### src/rtl/timing_ref_monitor.sv
// timing_ref_monitor: windowed edge-count loss monitor for N_REF async references
// with hysteresis qualification and a FREERUN/LOCKED/HOLDOVER priority selector.
module timing_ref_monitor #(
    parameter int N_REF     = 11,
    parameter int WIN_CYC   = 1000,
    parameter int MIN_EDGES = 2,
    parameter int QUAL_WIN  = 4,
    parameter int HOLD_WINS = 125000,
    parameter int SEL_W     = (N_REF > 1) ? $clog2(N_REF) : 1
) (
    input  logic               clk_125m,
    input  logic               rst,
    input  logic [N_REF-1:0]   ref_clk_in,
    input  logic [N_REF-1:0]   ref_en,
    input  logic [N_REF*4-1:0] ref_prio,
    input  logic               revertive,
    input  logic               force_en,
    input  logic [SEL_W-1:0]   force_sel,
    output logic [N_REF-1:0]   clk_loss,
    output logic [SEL_W-1:0]   sel_ref,
    output logic               sel_valid,
    output logic [1:0]         state,
    output logic               switch_pulse,
    output logic               win_tick
);

    localparam int WIN_W  = (WIN_CYC > 1) ? $clog2(WIN_CYC) : 1;
    localparam int EDGE_W = (MIN_EDGES > 0) ? $clog2(MIN_EDGES + 1) : 1;
    localparam int QUAL_W = (QUAL_WIN > 0) ? $clog2(QUAL_WIN + 1) : 1;
    localparam int HOLD_W = (HOLD_WINS > 0) ? $clog2(HOLD_WINS + 1) : 1;

    localparam logic [WIN_W-1:0]  WIN_LAST  = WIN_W'(WIN_CYC - 1);
    localparam logic [EDGE_W-1:0] EDGE_MAX  = EDGE_W'(MIN_EDGES);
    localparam logic [QUAL_W-1:0] QUAL_MAX  = QUAL_W'(QUAL_WIN);
    localparam logic [HOLD_W-1:0] HOLD_LAST = HOLD_W'(HOLD_WINS - 1);

    typedef enum logic [1:0] {
        ST_FREERUN  = 2'd0,
        ST_LOCKED   = 2'd1,
        ST_HOLDOVER = 2'd2
    } fsm_e;

    logic [N_REF-1:0]  s1_q;
    logic [N_REF-1:0]  s2_q;
    logic [N_REF-1:0]  s3_q;
    logic [N_REF-1:0]  rise;

    logic [WIN_W-1:0]  win_q;
    logic [WIN_W-1:0]  win_d;
    logic              win_end;

    logic [EDGE_W-1:0] edge_q   [N_REF];
    logic [EDGE_W-1:0] edge_d   [N_REF];
    logic [EDGE_W-1:0] edge_sum [N_REF];
    logic [N_REF-1:0]  good;

    logic [QUAL_W-1:0] qual_q [N_REF];
    logic [QUAL_W-1:0] qual_d [N_REF];
    logic [N_REF-1:0]  loss_q;
    logic [N_REF-1:0]  loss_d;

    logic [3:0]        prio [N_REF];
    logic [N_REF-1:0]  elig;

    logic              cand_found;
    logic [SEL_W-1:0]  cand_idx;
    logic [3:0]        cand_prio;
    logic              cur_ok;
    logic [3:0]        cur_prio;
    logic              frc_ok;
    logic [3:0]        frc_prio;
    logic              frc_valid;
    logic              tgt_valid;
    logic [SEL_W-1:0]  tgt_idx;
    logic [3:0]        tgt_prio;

    fsm_e              state_q;
    fsm_e              state_d;
    logic [SEL_W-1:0]  sel_q;
    logic [SEL_W-1:0]  sel_d;
    logic [HOLD_W-1:0] hold_q;
    logic [HOLD_W-1:0] hold_d;
    logic              pulse_q;
    logic              pulse_d;

    // References are treated as data: three flops, rising edge seen as s2 & ~s3.
    always_ff @(posedge clk_125m) begin
        if (rst) begin
            s1_q <= '0;
            s2_q <= '0;
            s3_q <= '0;
        end else begin
            s1_q <= ref_clk_in;
            s2_q <= s1_q;
            s3_q <= s2_q;
        end
    end

    assign rise    = s2_q & ~s3_q;
    assign win_end = (win_q == WIN_LAST);
    assign win_d   = win_end ? '0 : win_q + 1'b1;

    // An edge landing in the terminal cycle still belongs to the closing window.
    always_comb begin
        good = '0;
        for (int i = 0; i < N_REF; i++) begin
            if (edge_q[i] == EDGE_MAX) begin
                edge_sum[i] = EDGE_MAX;
            end else begin
                edge_sum[i] = edge_q[i] + EDGE_W'(rise[i]);
            end
            good[i]   = (edge_sum[i] >= EDGE_MAX) & ref_en[i];
            edge_d[i] = win_end ? '0 : edge_sum[i];
        end
    end

    always_comb begin
        loss_d = loss_q;
        for (int i = 0; i < N_REF; i++) begin
            qual_d[i] = qual_q[i];
            if (win_end) begin
                if (!good[i]) begin
                    qual_d[i] = '0;
                    loss_d[i] = 1'b1;
                end else begin
                    if (qual_q[i] != QUAL_MAX) begin
                        qual_d[i] = qual_q[i] + 1'b1;
                    end
                    if (qual_d[i] == QUAL_MAX) begin
                        loss_d[i] = 1'b0;
                    end
                end
            end
        end
    end

    always_ff @(posedge clk_125m) begin
        if (rst) begin
            win_q  <= '0;
            loss_q <= '1;
            for (int i = 0; i < N_REF; i++) begin
                edge_q[i] <= '0;
                qual_q[i] <= '0;
            end
        end else begin
            win_q  <= win_d;
            loss_q <= loss_d;
            for (int i = 0; i < N_REF; i++) begin
                edge_q[i] <= edge_d[i];
                qual_q[i] <= qual_d[i];
            end
        end
    end

    for (genvar g = 0; g < N_REF; g++) begin : g_prio
        assign prio[g] = ref_prio[4*g +: 4];
        assign elig[g] = ref_en[g] & ~loss_q[g] & (prio[g] != 4'hf);
    end

    // Strict less-than keeps the lowest index on equal priority.
    always_comb begin
        cand_found = 1'b0;
        cand_idx   = '0;
        cand_prio  = 4'hf;
        for (int i = 0; i < N_REF; i++) begin
            if (elig[i] && (!cand_found || (prio[i] < cand_prio))) begin
                cand_found = 1'b1;
                cand_idx   = SEL_W'(i);
                cand_prio  = prio[i];
            end
        end
    end

    // Index matching keeps out-of-range selects from reading past N_REF.
    always_comb begin
        cur_ok   = 1'b0;
        cur_prio = 4'hf;
        frc_ok   = 1'b0;
        frc_prio = 4'hf;
        for (int i = 0; i < N_REF; i++) begin
            if (sel_q == SEL_W'(i)) begin
                cur_ok   = ref_en[i] & ~loss_q[i];
                cur_prio = prio[i];
            end
            if (force_sel == SEL_W'(i)) begin
                frc_ok   = ref_en[i] & ~loss_q[i];
                frc_prio = prio[i];
            end
        end
    end

    assign frc_valid = force_en & frc_ok;
    assign tgt_valid = frc_valid | cand_found;
    assign tgt_idx   = frc_valid ? force_sel : cand_idx;
    assign tgt_prio  = frc_valid ? frc_prio : cand_prio;

    always_ff @(posedge clk_125m) begin
        if (rst) begin
            state_q <= ST_FREERUN;
            sel_q   <= '0;
            hold_q  <= '0;
            pulse_q <= 1'b0;
        end else begin
            state_q <= state_d;
            sel_q   <= sel_d;
            hold_q  <= hold_d;
            pulse_q <= pulse_d;
        end
    end

    always_comb begin
        state_d = state_q;
        sel_d   = sel_q;
        hold_d  = hold_q;
        unique case (state_q)
            ST_FREERUN: begin
                if (tgt_valid) begin
                    state_d = ST_LOCKED;
                    sel_d   = tgt_idx;
                end
            end
            ST_LOCKED: begin
                if (!cur_ok) begin
                    if (tgt_valid) begin
                        sel_d = tgt_idx;
                    end else begin
                        state_d = ST_HOLDOVER;
                        hold_d  = '0;
                    end
                end else if (frc_valid && (tgt_idx != sel_q)) begin
                    sel_d = tgt_idx;
                end else if (revertive && tgt_valid && (tgt_prio < cur_prio)) begin
                    sel_d = tgt_idx;
                end
            end
            ST_HOLDOVER: begin
                if (tgt_valid) begin
                    state_d = ST_LOCKED;
                    sel_d   = tgt_idx;
                end else if (win_end) begin
                    if (hold_q == HOLD_LAST) begin
                        state_d = ST_FREERUN;
                    end else begin
                        hold_d = hold_q + 1'b1;
                    end
                end
            end
            default: begin
                state_d = ST_FREERUN;
            end
        endcase
    end

    always_comb begin
        pulse_d = (sel_d != sel_q) |
                  ((state_d == ST_LOCKED) & (state_q != ST_LOCKED));
    end

    assign clk_loss     = loss_q;
    assign sel_ref      = sel_q;
    assign sel_valid    = (state_q == ST_LOCKED);
    assign state        = state_q;
    assign switch_pulse = pulse_q;
    assign win_tick     = win_end;

endmodule

### config.mk
export PLATFORM = sky130hd
export DESIGN_NAME = timing_ref_monitor
export DESIGN_NICKNAME = d
export VERILOG_FILES = /design/src/rtl/timing_ref_monitor.sv
export SDC_FILE = /design/constraint.sdc
export NUM_CORES = 1
export LEC_CHECK = 0
export ABC_AREA = 1
export BUFFER_PORTS_ARGS = -buffer_cell sky130_fd_sc_hd__buf_2
export CORE_ASPECT_RATIO = 0.8
export CORE_MARGIN = 4
export CORE_UTILIZATION = 65
export CTS_CLUSTER_SIZE = 10
export DETAILED_ROUTE_END_ITERATION = 6
export PLACE_DENSITY = 0.87
export SKIP_LAST_GASP = 1
export SLEW_MARGIN = 30
export SYNTH_ARGS = -nofsm -noshare
export SYNTH_HDL_FRONTEND = slang
export SYNTH_SLANG_ARGS = --single-unit
### constraint.sdc
create_clock -name clk_125m -period 17.3 [get_ports clk_125m]
set_input_delay 0.865 -clock clk_125m [delete_from_list [all_inputs] [get_ports clk_125m]]
set_output_delay 0.865 -clock clk_125m [all_outputs]
set_load 0.02 [all_outputs]
# Word-level counts from Yosys, hierarchy flattened
# Memory sizes are Yosys's and may differ from the RTL's.
# Index checks and enable logic that the tools add are counted.
# Widths: inputs -> output; s select.
[word_totals]
output_inout_bits = 20
ramBits = 55
wordCells = 498
in_bits = 74
regBits = 78
n_memories = 2
[mem_list]
columns = ["name", "words", "word_bits", "rd", "rd_clocked_by_memory_dff", "write_ports", "line_no", "source"]
rows = [
  ["qual_q", 11, 3, 11, 0, 11, "57", "logic [QUAL_W-1:0] qual_q [N_REF];"],
  ["edge_q", 11, 2, 11, 0, 11, "52", "logic [EDGE_W-1:0] edge_q [N_REF];"],
]
[classes]
muxes = 220
n_addsub = 24
n_lt_le_gt_ge = 22
bitwise = 72
eq_ne = 88
reduce_logical = 51
[ops]
columns = ["op", "count"]
rows = [
  ["$mux 3", 66],
  ["$mux 4", 48],
  ["$mux 17", 5],
  ["$mux 2", 39],
  ["$mux 1", 59],
  ["$lt 4x4->1", 11],
  ["$ne 4x4->1 const B", 11],
  ["$and 1x1->1", 35],
  ["$pmux 17 s2", 1],
  ["$add 3x1->3 const B", 11],
  ["$eq 3x3->1 const B", 11],
  ["$ne 3x3->1 const B", 11],
  ["$eq 4x3->1 const B", 8],
  ["$eq 2x2->1 const B", 12],
  ["$eq 4x4->1 const B", 6],
  ["$ne 2x1->1 const B", 12],
  ["$or 1x1->1", 24],
  ["$add 2x1->2", 11],
  ["$ge 2x2->1 const B", 11],
  ["$reduce_and 2->1", 11],
  ["$add 17x1->17 const B", 1],
  ["$eq 17x17->1 const B", 1],
  ["$eq 4x2->1 const B", 4],
  ["$logic_and 1x1->1", 13],
  ["other kinds (18)", 55],
]

# Logic depth before layout (Yosys ltp)
# Gate-level depths: netlist of run 1.
[depth]
word_depth = 53
ltp_mapped = 117
depth_no_buf = 116

# Worst setup path after synthesis of run 1
# OpenSTA, ideal clock, no wires.
[synth_timing]
kind = "input to register"
from = "in ref_prio[2]"
to = "reg pulse_q (netlist: switch_pulse)"
required_ns = 17.168
n_path_buf = 1
setup_slack_ns = 5.595
stages = 101
arrival_time_ns = 11.573
setup_ns = 0.132
cell_sequence = "nand2_1 -> clkinv_1 -> nand2_1 -> nand2_1 -> nor2_1 -> ha_1 -> a21oi_1 -> nand2_1 -> nand2_2 -> nand2_4 -> o21ai_0 -> ha_1 -> inv_1 -> o21bai_1 -> inv_2 -> nand2_2 -> nand2_4 -> nand2_4 -> [65 not listed] -> a21oi_1 -> nand2_1 -> nand2_2 -> nand2_2 -> buf_6 -> o211ai_1 -> o31ai_1 -> ha_1 -> a2111oi_0 -> nand2_2 -> nand2_2 -> nand2_1 -> nand3_1 -> nand2_1 -> nand2_1 -> nand3_1 -> nor2_1 -> a21oi_1"
[synth_between]
elab_chain_len = 52
elab_cells_between_ends = 118
cone_classes = "order compare (11); eq/ne (4); mux (66); bitwise (4); reduce/logical (33)"
[synth_lines]
columns = ["item", "line_no", "source"]
rows = [
  ["start: declaration", "15", "input logic [N_REF*4-1:0] ref_prio,"],
  ["$ne 4x4->1", "157", "assign elig[g] = ref_en[g] & ~loss_q[g] & (prio[g] != 4'hf);"],
  ["$and 1x1->1", "157", ""],
  ["$mux 4 or $mux 1 (tied branches)", "166", "if (elig[i] && (!cand_found || (prio[i] < cand_prio))) begin"],
  ["$lt 4x4->1 or $logic_not 1->1 (tied branches)", "166", ""],
  ["$logic_or 1x1->1", "166", ""],
  ["$logic_and 1x1->1", "166", ""],
  ["$mux 4 or $mux 1 (tied branches)", "166", ""],
  ["$lt 4x4->1 or $logic_not 1->1 (tied branches)", "166", ""],
  ["[36 not listed]", "-", ""],
  ["$lt 4x4->1 or $logic_and 1x1->1 (tied branches)", "232", "end else if (revertive && tgt_valid && (tgt_prio < cur_prio)) begin"],
  ["$logic_and 1x1->1", "232", ""],
  ["$mux 4", "232", ""],
  ["$mux 4", "230", "end else if (frc_valid && (tgt_idx != sel_q)) begin"],
  ["$mux 4", "223", "if (!cur_ok) begin"],
  ["$pmux 4 s2", "215", "unique case (state_q)"],
  ["$ne 4x4->1", "255", "pulse_d = (sel_d != sel_q) |"],
  ["$or 1x1->1 (*)", "255", ""],
  ["end signal: assignment", "207", "pulse_q <= pulse_d;"],
  ["end: declaration", "83", "logic pulse_q;"],
]
# Mark *: on every way between the ends. The rest lies on a longest branch, timed or not.
# A chain may end at the register's enable or synchronous reset.

# Worst setup path in the final report of run 1
[layout_timing]
from = "in ref_en[0]"
to = "reg pulse_q (netlist: switch_pulse)"
[layout_between]
elab_chain_len = 52
elab_cells_between_ends = 119
cone_classes = "order compare (11); eq/ne (3); mux (66); bitwise (6); reduce/logical (33)"
[layout_lines]
columns = ["item", "line_no", "source"]
rows = [
  ["start: declaration", "14", "input logic [N_REF-1:0] ref_en,"],
  ["$and 1x1->1 (*)", "157, 182, 186", ""],
  ["$and 1x1->1", "157", ""],
  ["$mux 4 or $mux 1 (tied branches)", "166", ""],
  ["$lt 4x4->1 or $logic_not 1->1 (tied branches)", "166", ""],
  ["$logic_or 1x1->1", "166", ""],
  ["$logic_and 1x1->1", "166", ""],
  ["$mux 4 or $mux 1 (tied branches)", "166", ""],
  ["$lt 4x4->1 or $logic_not 1->1 (tied branches)", "166", ""],
  ["[36 not listed]", "-", ""],
  ["$lt 4x4->1 or $logic_and 1x1->1 (tied branches)", "232", ""],
  ["$logic_and 1x1->1", "232", ""],
  ["$mux 4", "232", ""],
  ["$mux 4", "230", ""],
  ["$mux 4", "223", ""],
  ["$pmux 4 s2", "215", ""],
  ["$ne 4x4->1", "255", ""],
  ["$or 1x1->1 (*)", "255", ""],
]
# Marks and branches as above.

==> results of run 1 <==
==> layer usage <==
layer  track usage  part of all wire  wire (um)
met2         0.536              0.45      11700
met5             0                 0          0
met1         0.427              0.42      11000
met4        0.0981             0.020        532
met3        0.0658              0.11       2770
==> per-stage QoR <==
stage | cells | hold WS (ns) | total power [W] | instance area, um2
2_1_floorplan | 1427 | 0.388 | 0.000383 | 9110
6_report | 1717 | 0.403 | 0.000778 | 10300
5_1_grt | 1717 | 0.420 | 0.000803 | 10300
4_1_cts | 1717 | 0.405 | 0.000775 | 10300
3_5_place_dp | 1685 | 0.394 | 0.000416 | 9750
3_3_place_gp | 1685 | 0.390 | 0.000413 | 9750
==> placed cells by master, fill, tap and decap left out, drive strengths merged, types with 28 or more instances in the layout <==
cell,instances
nand2,357
inv,268
nor2,213
dfxtp,133
nand3,97
buf,96
o21ai,54
ha,52
a21oi,45
nor3,28
==> worst max-delay path by stage <==
stage	from	endpoint	slack, ns	cells after the start
finish	ref_en[0]	switch_pulse	3.94	102
detailed placement	ref_en[0]	switch_pulse	3.87	102
floorplan	ref_prio[2]	switch_pulse	5.59	101
global placement	ref_prio[2]	switch_pulse	4.46	103
global route	ref_prio[2]	switch_pulse	2.76	103
CTS	ref_en[0]	switch_pulse	4.23	102
==> synthesized netlist by cell type, types with 18 or more instances <==
| master | count |
|---|---|
| inv_1 | 242 |
| ha_1 | 52 |
| dfxtp_1 | 133 |
| a21oi_1 | 45 |
| o21ai_0 | 52 |
| nor3_1 | 28 |
| nand3_1 | 95 |
| nand2_2 | 24 |
| nor2_1 | 212 |
| o32ai_1 | 18 |
| inv_2 | 18 |
| nand2_1 | 319 |
| nand4_1 | 20 |
==> cell families (layout without fill, tap and decap cells) <==
kind of cell / count (synthesis) / after routing
buffers and inverters: 282 / 392
adder cells (fa/ha/maj): 52 / 52
AND/OR/NAND/NOR: 748 / 748
AO/OA/AOI/OAI: 190 / 190
flip-flops: 133 / 133
XOR/XNOR: 22 / 22
==> worst max-delay path: cells and delay by family <==
| kind | cells | cell delay (ns) |
|---|---|---|
| and+or+nand+nor | 51 | 4.24 |
| AOI/OAI and AO/OA | 20 | 3.92 |
| adders and majority gates | 11 | 3.27 |
| buffers and inverters | 20 | 1.30 |
==> flip-flops by register name (all words and copies together), names as in the netlist <==
name	cells
sel_ref	4
hold_q	17
s3_q	11
qual_q	33
clk_loss	11
s2_q	11
win_q	10
switch_pulse	1
state	2
edge_q	22
s1_q	11
==> power breakdown <==
group	leakage, nW	switching, W	internal (W)	total [W]
sequential	1.08	0.00000433	0.000315	0.000320
clock	0.287	0.000158	0.000205	0.000363
combinational	3.91	0.0000643	0.0000308	0.0000951
total	5.28	0.000227	0.000551	0.000778
==> area by class of cell <==
cell class,instances,area [um2]
Sequential cell,133,2660
Clock inverter,15,166
Fill cell,1049,3300
Inverter,264,991
Clock buffer,17,425
Timing Repair Buffer,96,488
Tap cell,180,225
Multi-Input combinational cell,1012,5380
==> impl_metrics.tcl, run 1 <==
set metrics [dict create \
    r2r_cells 100 \
    crit_top_cell "nand2_1" \
    fin_ws_ns 3.94 \
    ctsHoldBuffers 0 \
    setup_violations 0 \
    power_leakage_nw 5.28 \
    drc 0 \
    place_congestion 1.02 \
    synth_edf_count 0 \
    ys_ff_latch 133 \
    core_um2 13600 \
    min-delay-start "s1_q[6]" \
    synth_mux_area_frac 0 \
    root_buffer "clkbuf_16" \
    min_delay_path_depth 2 \
    worst_ep_required_time_ns 17.58 \
    dp_hpwl_mm 18.6 \
    crit_slowest_cell "a2111oi_0" \
    drive_gt1_frac 0.129 \
    grt_pass1_vias 9209 \
    synth-async-reset-ratio 0 \
    drt-vias-per-instance 5.72 \
    slew_viol_final 0 \
    cp.arrival_ns 13.64 \
    yosys.area_share.simple 0.362 \
    routedWlPerCell_um 15.2 \
    synth_top_cell_area_share 0.292 \
    numCtsBuffers 17 \
    synth_cell_type_count 46 \
    clkLatencyLatePin_ns 0.43 \
    fmax_mhz 74.9 \
    die_h_um 114 \
    layout_min_cycle_time_ns 13.36 \
    tns_ns 0 \
    path_clk_slew_ns 0.06 \
    yosysSeqAreaShare 0.292 \
    hp-class "reg2reg" \
    io_pins 94 \
    irDropWorstVdd_mv 0.0868 \
    synth_warnings 0 \
    regToRegStartpoint "clk_loss[0]" \
    hold_violations 0 \
    crit_path_max_fanout 11 \
    ant_nets 0 \
    synth_xor_area_frac 0.0212 \
    drt_wl_total_mm 26.0 \
    antennaDiodeCount 0 \
    timing.final.crit_share 0.772 \
    cap_viol_max_count 0 \
    power.density_nw_per_um2 75.2 \
    holdPathEnd "s2_q[6]" \
    synthAdderAreaFrac 0.0714 \
    yosysTopAreaCell "dfxtp_1" \
    tightest_slew_ns 0.881 \
    grt_max_degree 48 \
    postCtsSetupBuffers 0 \
    track_usage 0.323 \
    netlist_instances 1427 \
    max-clock-path-buffers 2 \
    synth_compound_area_frac 0.136 \
    r2r_slack_ns 4.19 \
    grt_pass1_wl_mm 43.0 \
    crit_path_end_kind "flop" \
    antenna_found_initial 0 \
    numPortBuffers 93 \
    num_rows 38 \
    pre_cts_slack_ns 3.87 \
    finClkSkew_ns 0.0124 \
    ys_top_cells_by_area "dfxtp_1, nand2_1, inv_1" \
    r2r-end "switch_pulse" \
    synth_top_family_by_area "simple AND/OR/NAND/NOR gates" \
    slew_headroom 0.408 \
    h-tree-depth 4 \
    slowest_delay_ns 0.48 \
    cts.sinks 133 \
    grt_overflow 0 \
    synth_nets 1553 \
    start_util 0.667 \
    syn-cell-area_um2 9110 \
    nNetsFinal 1650 \
    cp-start-kind "primary input" \
    rsz0062_at_grt "false" \
    crit_type "in2reg" \
    first_pass_iters 6 \
    drtIter0Drc 1283 \
    utilization 0.758 \
    syn2layout_area_growth_pct 13.5 \
    ctsResizeCount 0 \
    cts_tree "built" \
    synth_flop_cell "dfxtp_1" \
    die_width_um 140 \
    status "complete, no violations" \
    syn_area_per_cell_um2 6.38 \
    die_area_um2 16000 \
    vias 9822 \
]
(Power assumes the default switching activity.)
==> run 2, diff against run 1 <==
CORE_UTILIZATION = 60   (was 65)
PLACE_DENSITY = 0.81   (was 0.87)
clock period = 12.7 ns   (was 17.3 ns; I/O delays follow)
==> impl_metrics.tcl, run 2 (synthesized netlist as in run 1, its figures left out) <==
set metrics [dict create \
    status "complete, no violations" \
    largest_register_ffs 33 \
    slowest_delay_ns 0.38 \
    cp_top_family "simple AND/OR/NAND/NOR gates" \
    routedWlPerCell_um 14.7 \
    crit_path_end_kind "flop" \
    p_clk_frac 0.467 \
    worst_ep_required_time_ns 12.96 \
    grt_pass1_wl_mm 40.3 \
    drt_wl_total_mm 25.5 \
    grt_overflow 0 \
    irDropWorstVdd_mv 0.101 \
    antenna_found_initial 0 \
    power.switching_w 0.000277 \
    drc 0 \
    path_buf_inv 18 \
    layout_min_cycle_time_ns 11.86 \
    min_delay_path_depth 2 \
    start_util 0.624 \
    cap_viol_max_count 0 \
    dp_hpwl_mm 18.5 \
    cp-start-kind "primary input" \
    drtIter0Drc 989 \
    r2r_cells 106 \
    num-fill-cells 1213 \
    timing.final.crit_share 0.934 \
    holdPathEnd "s2_q[7]" \
    largest-register "qual_q" \
    swShare 0.260 \
    io_pins 94 \
    antennaDiodeCount 0 \
    crit_type "in2reg" \
    place_congestion 1.02 \
    final_common_cell "nand2_1" \
    slew_viol_final 0 \
    track_usage 0.278 \
    max-clock-path-buffers 2 \
    die_h_um 118 \
    regToRegStartpoint "clk_loss[0]" \
    grt_pass1_vias 8464 \
    finalPower_w 0.00106 \
    die_area_um2 17200 \
    pwr-share-comb 0.124 \
    root_buffer "clkbuf_16" \
    crit_path_max_fanout 9 \
    power.density_nw_per_um2 99.1 \
    syn2layout_area_growth_pct 18.0 \
    grt_max_degree 49 \
    cp.arrival_ns 12.12 \
    hold_violations 0 \
    drive_gt1_frac 0.157 \
    num_rows 39 \
    numPortBuffers 93 \
    die_width_um 146 \
    crit_slowest_cell "a2111oi_4" \
    placed_area_um2 9760 \
    final_cell_mix "nand2_1, inv_1, nor2_1, dfxtp_1, nand3_1" \
    ant_nets 0 \
    core_um2 14600 \
    p_int_w 0.000788 \
    r2r_slack_ns 0.93 \
    r2r-end "switch_pulse" \
    nNetsFinal 1670 \
    utilization 0.736 \
    cts.sinks 133 \
    slew_headroom 0.233 \
    final_cell_area_um2 10700 \
    clkLatencyLatePin_ns 0.42 \
    hp-class "reg2reg" \
    numCtsBuffers 17 \
    reg_top3 "qual_q (33), edge_q (22), hold_q (17)" \
    h-tree-depth 4 \
    fmax_mhz 84.3 \
    cts_tree "built" \
    min-delay-start "s1_q[7]" \
    tightest_slew_ns 1.14 \
    crit_top_cell "nand2_1" \
    setup_violations 0 \
    p_seq_frac 0.409 \
    finClkSkew_ns 0.00857 \
    first_pass_iters 6 \
    vias 9572 \
    drt-vias-per-instance 5.50 \
    path_clk_slew_ns 0.06 \
    power_leakage_nw 5.38 \
]
-- run 2: changes by cell type in the layout (fill, tap and decap cells not counted), moves of 3 or more --
cell	previous run	this run
o21ai_0	52	39
o21ai_4	0	3
nor2_1	212	209
nand2_1	319	311
ha_4	0	5
nand2_8	0	4
clkbuf_1	0	3
o21ai_1	0	5
buf_4	3	23
nand2_2	24	28
o21ai_2	2	7
inv_8	5	0
ha_1	52	46
-- run 2: routing by layer --
metal | up-vias | share of wire | global-route usage
met5 | - | 0 | 0
met4 | 0 | 0.018 | 0.0718
met3 | 45 | 0.10 | 0.0627
met2 | 436 | 0.43 | 0.415
met1 | 4272 | 0.45 | 0.407
li1 | 4819 | - | -
-- run 2: layout make-up --
cell class,instances,area (um2),area share
inverter,264,993,0.0925
multi-input combinational,1012,5620,0.523
clock inverter,11,151,0.0141
sequential,133,2660,0.248
clock buffer,21,450,0.0419
tap,184,230,0.0214
timing repair buffer,116,638,0.0594
-- run 2: what timing repair did --
item	in CTS	in global routing
hold buffers	0	0
pin swaps	0	28
endpoints found under the hold margin	0	0
gates resized for setup	2	55
endpoints found under the setup margin	1	5
buffers inserted	0	19
-- run 2: stage by stage --
| stage | TNS, ns | std cells | setup WS [ns] | hold slack [ns] |
|---|---|---|---|---|
| 3_5_place_dp | -1.41 | 1690 | -0.502 | 0.393 |
| 3_3_place_gp | -0.161 | 1690 | -0.161 | 0.390 |
| 6_report | 0 | 1741 | 0.843 | 0.398 |
| 5_1_grt | -0.284 | 1741 | -0.284 | 0.421 |
| 4_1_cts | 0 | 1722 | 0.103 | 0.398 |
| 2_1_floorplan | 0 | 1427 | 1.22 | 0.388 |
-- run 2: tightest hold or removal path, delay by kind of cell, from the launching register on --
family / cells / cell delay, ns
flops: 1 / 0.29
buf+inv: 1 / 0.04
simple gates: 1 / 0.03
-- run 2: worst max-delay path by stage --
stage                      startpoint            to  cells past startpoint
after CTS                   ref_en[0]  switch_pulse                    102
after global placement      ref_en[0]  switch_pulse                    100
after detailed placement    ref_en[0]  switch_pulse                    102
final                     ref_prio[3]  switch_pulse                    109
after global routing      ref_prio[3]  switch_pulse                    109
after floorplan           ref_prio[2]  switch_pulse                    101
-- run 2: power groups by stage --
stage                     Sequential, W  Clock [W]  Combinational [W]
final                          0.000436   0.000497           0.000132
after global routing           0.000437   0.000519           0.000148
after CTS                      0.000436   0.000501           0.000124
after detailed placement       0.000445          0           0.000122
after global placement         0.000444          0           0.000121
after floorplan                0.000444          0          0.0000770
==> run 3, diff against run 2 <==
CORE_UTILIZATION = 65   (was 60)
PLACE_DENSITY = 0.87   (was 0.81)
clock period = 14.3 ns   (was 12.7 ns; I/O delays follow)
==> impl_metrics.tcl, run 3 (synthesized netlist as in run 1, its figures left out) <==
set metrics [dict create \
    status "finished, violations left" \
    violations "design-rule violations" \
    routedWlPerCell_um 14.4 \
    h-tree-depth 4 \
    ctsHoldBuffers 0 \
    finalNonFillerCells 1716 \
    nNetsFinal 1650 \
    multi_input_area_um2 5380 \
    worst_ep_required_time_ns 14.57 \
    tightest_slew_ns 0.858 \
    reg_top3 "qual_q (33), edge_q (22), hold_q (17)" \
    setup_violations 0 \
    drtIter0Drc 1035 \
    die_width_um 140 \
    cp.depth 103 \
    layout_min_cycle_time_ns 12.95 \
    largest_register_ffs 33 \
    io_pins 94 \
    path_clk_slew_ns 0.06 \
    core_um2 13600 \
    drt-vias-per-instance 5.66 \
    cp-startpoint "ref_prio[0]" \
    track_usage 0.309 \
    ctsResizeCount 0 \
    grt_pass1_wl_mm 41.1 \
    num_rows 38 \
    die_area_um2 16000 \
    drc 3 \
    slew_headroom 0.423 \
    crit_slowest_cell "a2111oi_1" \
    rsz0062_at_grt "false" \
    drive_gt1_frac 0.128 \
    final_cell_mix "nand2_1, inv_1, nor2_1, dfxtp_1, nand3_1" \
    syn2layout_area_growth_pct 13.1 \
    numPortBuffers 93 \
    seqCellArea_um2 2660 \
    power_leakage_nw 5.25 \
    fmax_mhz 77.2 \
    clkLatencyLatePin_ns 0.42 \
    hp-class "reg2reg" \
    cp_top_family "simple AND/OR/NAND/NOR gates" \
    crit_top_cell "nand2_1" \
    start_util 0.667 \
    hold_violations 0 \
    slowest_delay_ns 0.49 \
    cap_viol_max_count 0 \
    setup.worst_path.end "switch_pulse" \
    cp.arrival_ns 13.22 \
    tns_ns 0 \
    grt_max_degree 48 \
    largest-register "qual_q" \
    crit_path_end_kind "flop" \
    r2r-end "switch_pulse" \
    path_buf_inv 21 \
    finClkSkew_ns 0.0108 \
    crit_path_max_fanout 11 \
    min_delay_path_depth 2 \
    grt_overflow 0 \
    antenna_found_initial 0 \
    regToRegStartpoint "clk_loss[0]" \
    final_common_cell "nand2_1" \
    antennaDiodeCount 0 \
    numCtsBuffers 17 \
    grt_pass1_vias 8975 \
    timing.final.crit_share 0.906 \
    die_h_um 114 \
    place_congestion 1.02 \
    num-fill-cells 1039 \
    first_pass_iters 7 \
    r2r_slack_ns 1.44 \
    ant_nets 0 \
    place_inst 1685 \
    irDropWorstVdd_mv 0.105 \
    cp-start-kind "primary input" \
    slew_viol_final 0 \
    cts.sinks 133 \
    max-clock-path-buffers 2 \
    vias 9711 \
    power.density_nw_per_um2 87.7 \
    drt_wl_total_mm 24.8 \
    dp_hpwl_mm 18.4 \
    crit_type "in2reg" \
    postCtsSetupBuffers 0 \
    cts_tree "built" \
    r2r_cells 100 \
    root_buffer "clkbuf_16" \
]
==> run 3: cell types whose count changed in the layout (fill, tap and decap cells not counted), sizes merged <==
| cell | delta |
|---|---|
| buf | -20 |
| bufinv | -3 |
| clkbuf | -2 |
| clkinv | +3 |
| clkinvlp | -2 |
| inv | +3 |
==> run 3: metrics by stage <==
stage	hold WS, ns	power (W)	area [um2]	util	worst slack (ns)
final	0.399	0.000903	10300	0.755	1.35
after global routing	0.419	0.000938	10300	0.755	0.0803
after CTS	0.402	0.000902	10300	0.755	1.29
after detailed placement	0.393	0.000503	9750	0.714	0.971
after global placement	0.390	0.000500	9750	0.714	1.61
after floorplan	0.388	0.000463	9110	-	2.74
==> run 3: worst min-delay path: stages (launching register included) <==
cell,delay (ns)
dfxtp_1,0.29
inv_1,0.04
nor2_1,0.03
==> run 3: cell type report <==
cell class,instances,share of cell area
Clock inverter,12,0.00923
Clock buffer,19,0.0440
Multi-Input combinational cell,1012,0.523
Sequential cell,133,0.259
Inverter,264,0.0962
Tap cell,180,0.0219
Timing Repair Buffer,96,0.0474
==> run 3: worst min-delay path by stage <==
stage	endpoint	startpoint
finish	s2_q[5]	s1_q[5]
global route	s2_q[8]	s1_q[8]
CTS	s2_q[5]	s1_q[5]
detailed placement	s2_q[5]	s1_q[5]
global placement	s2_q[7]	s1_q[7]
floorplan	s2_q[0]	s1_q[0]
==> run 3: where the power goes <==
part           internal [W]  leakage (nW)  switching [W]
Sequential         0.000382          1.08     0.00000533
Clock              0.000232         0.267       0.000171
Combinational     0.0000373          3.91      0.0000759
Total              0.000651          5.25       0.000252
==> run 3: routing by layer <==
layer	share of wire	track usage	vias to the layer above	wire length, um
li1	-	-	4796	-
met1	0.43	0.424	4316	10500
met2	0.44	0.500	539	10900
met3	0.11	0.0532	60	2720
met4	0.023	0.100	0	563
met5	0	0	-	0
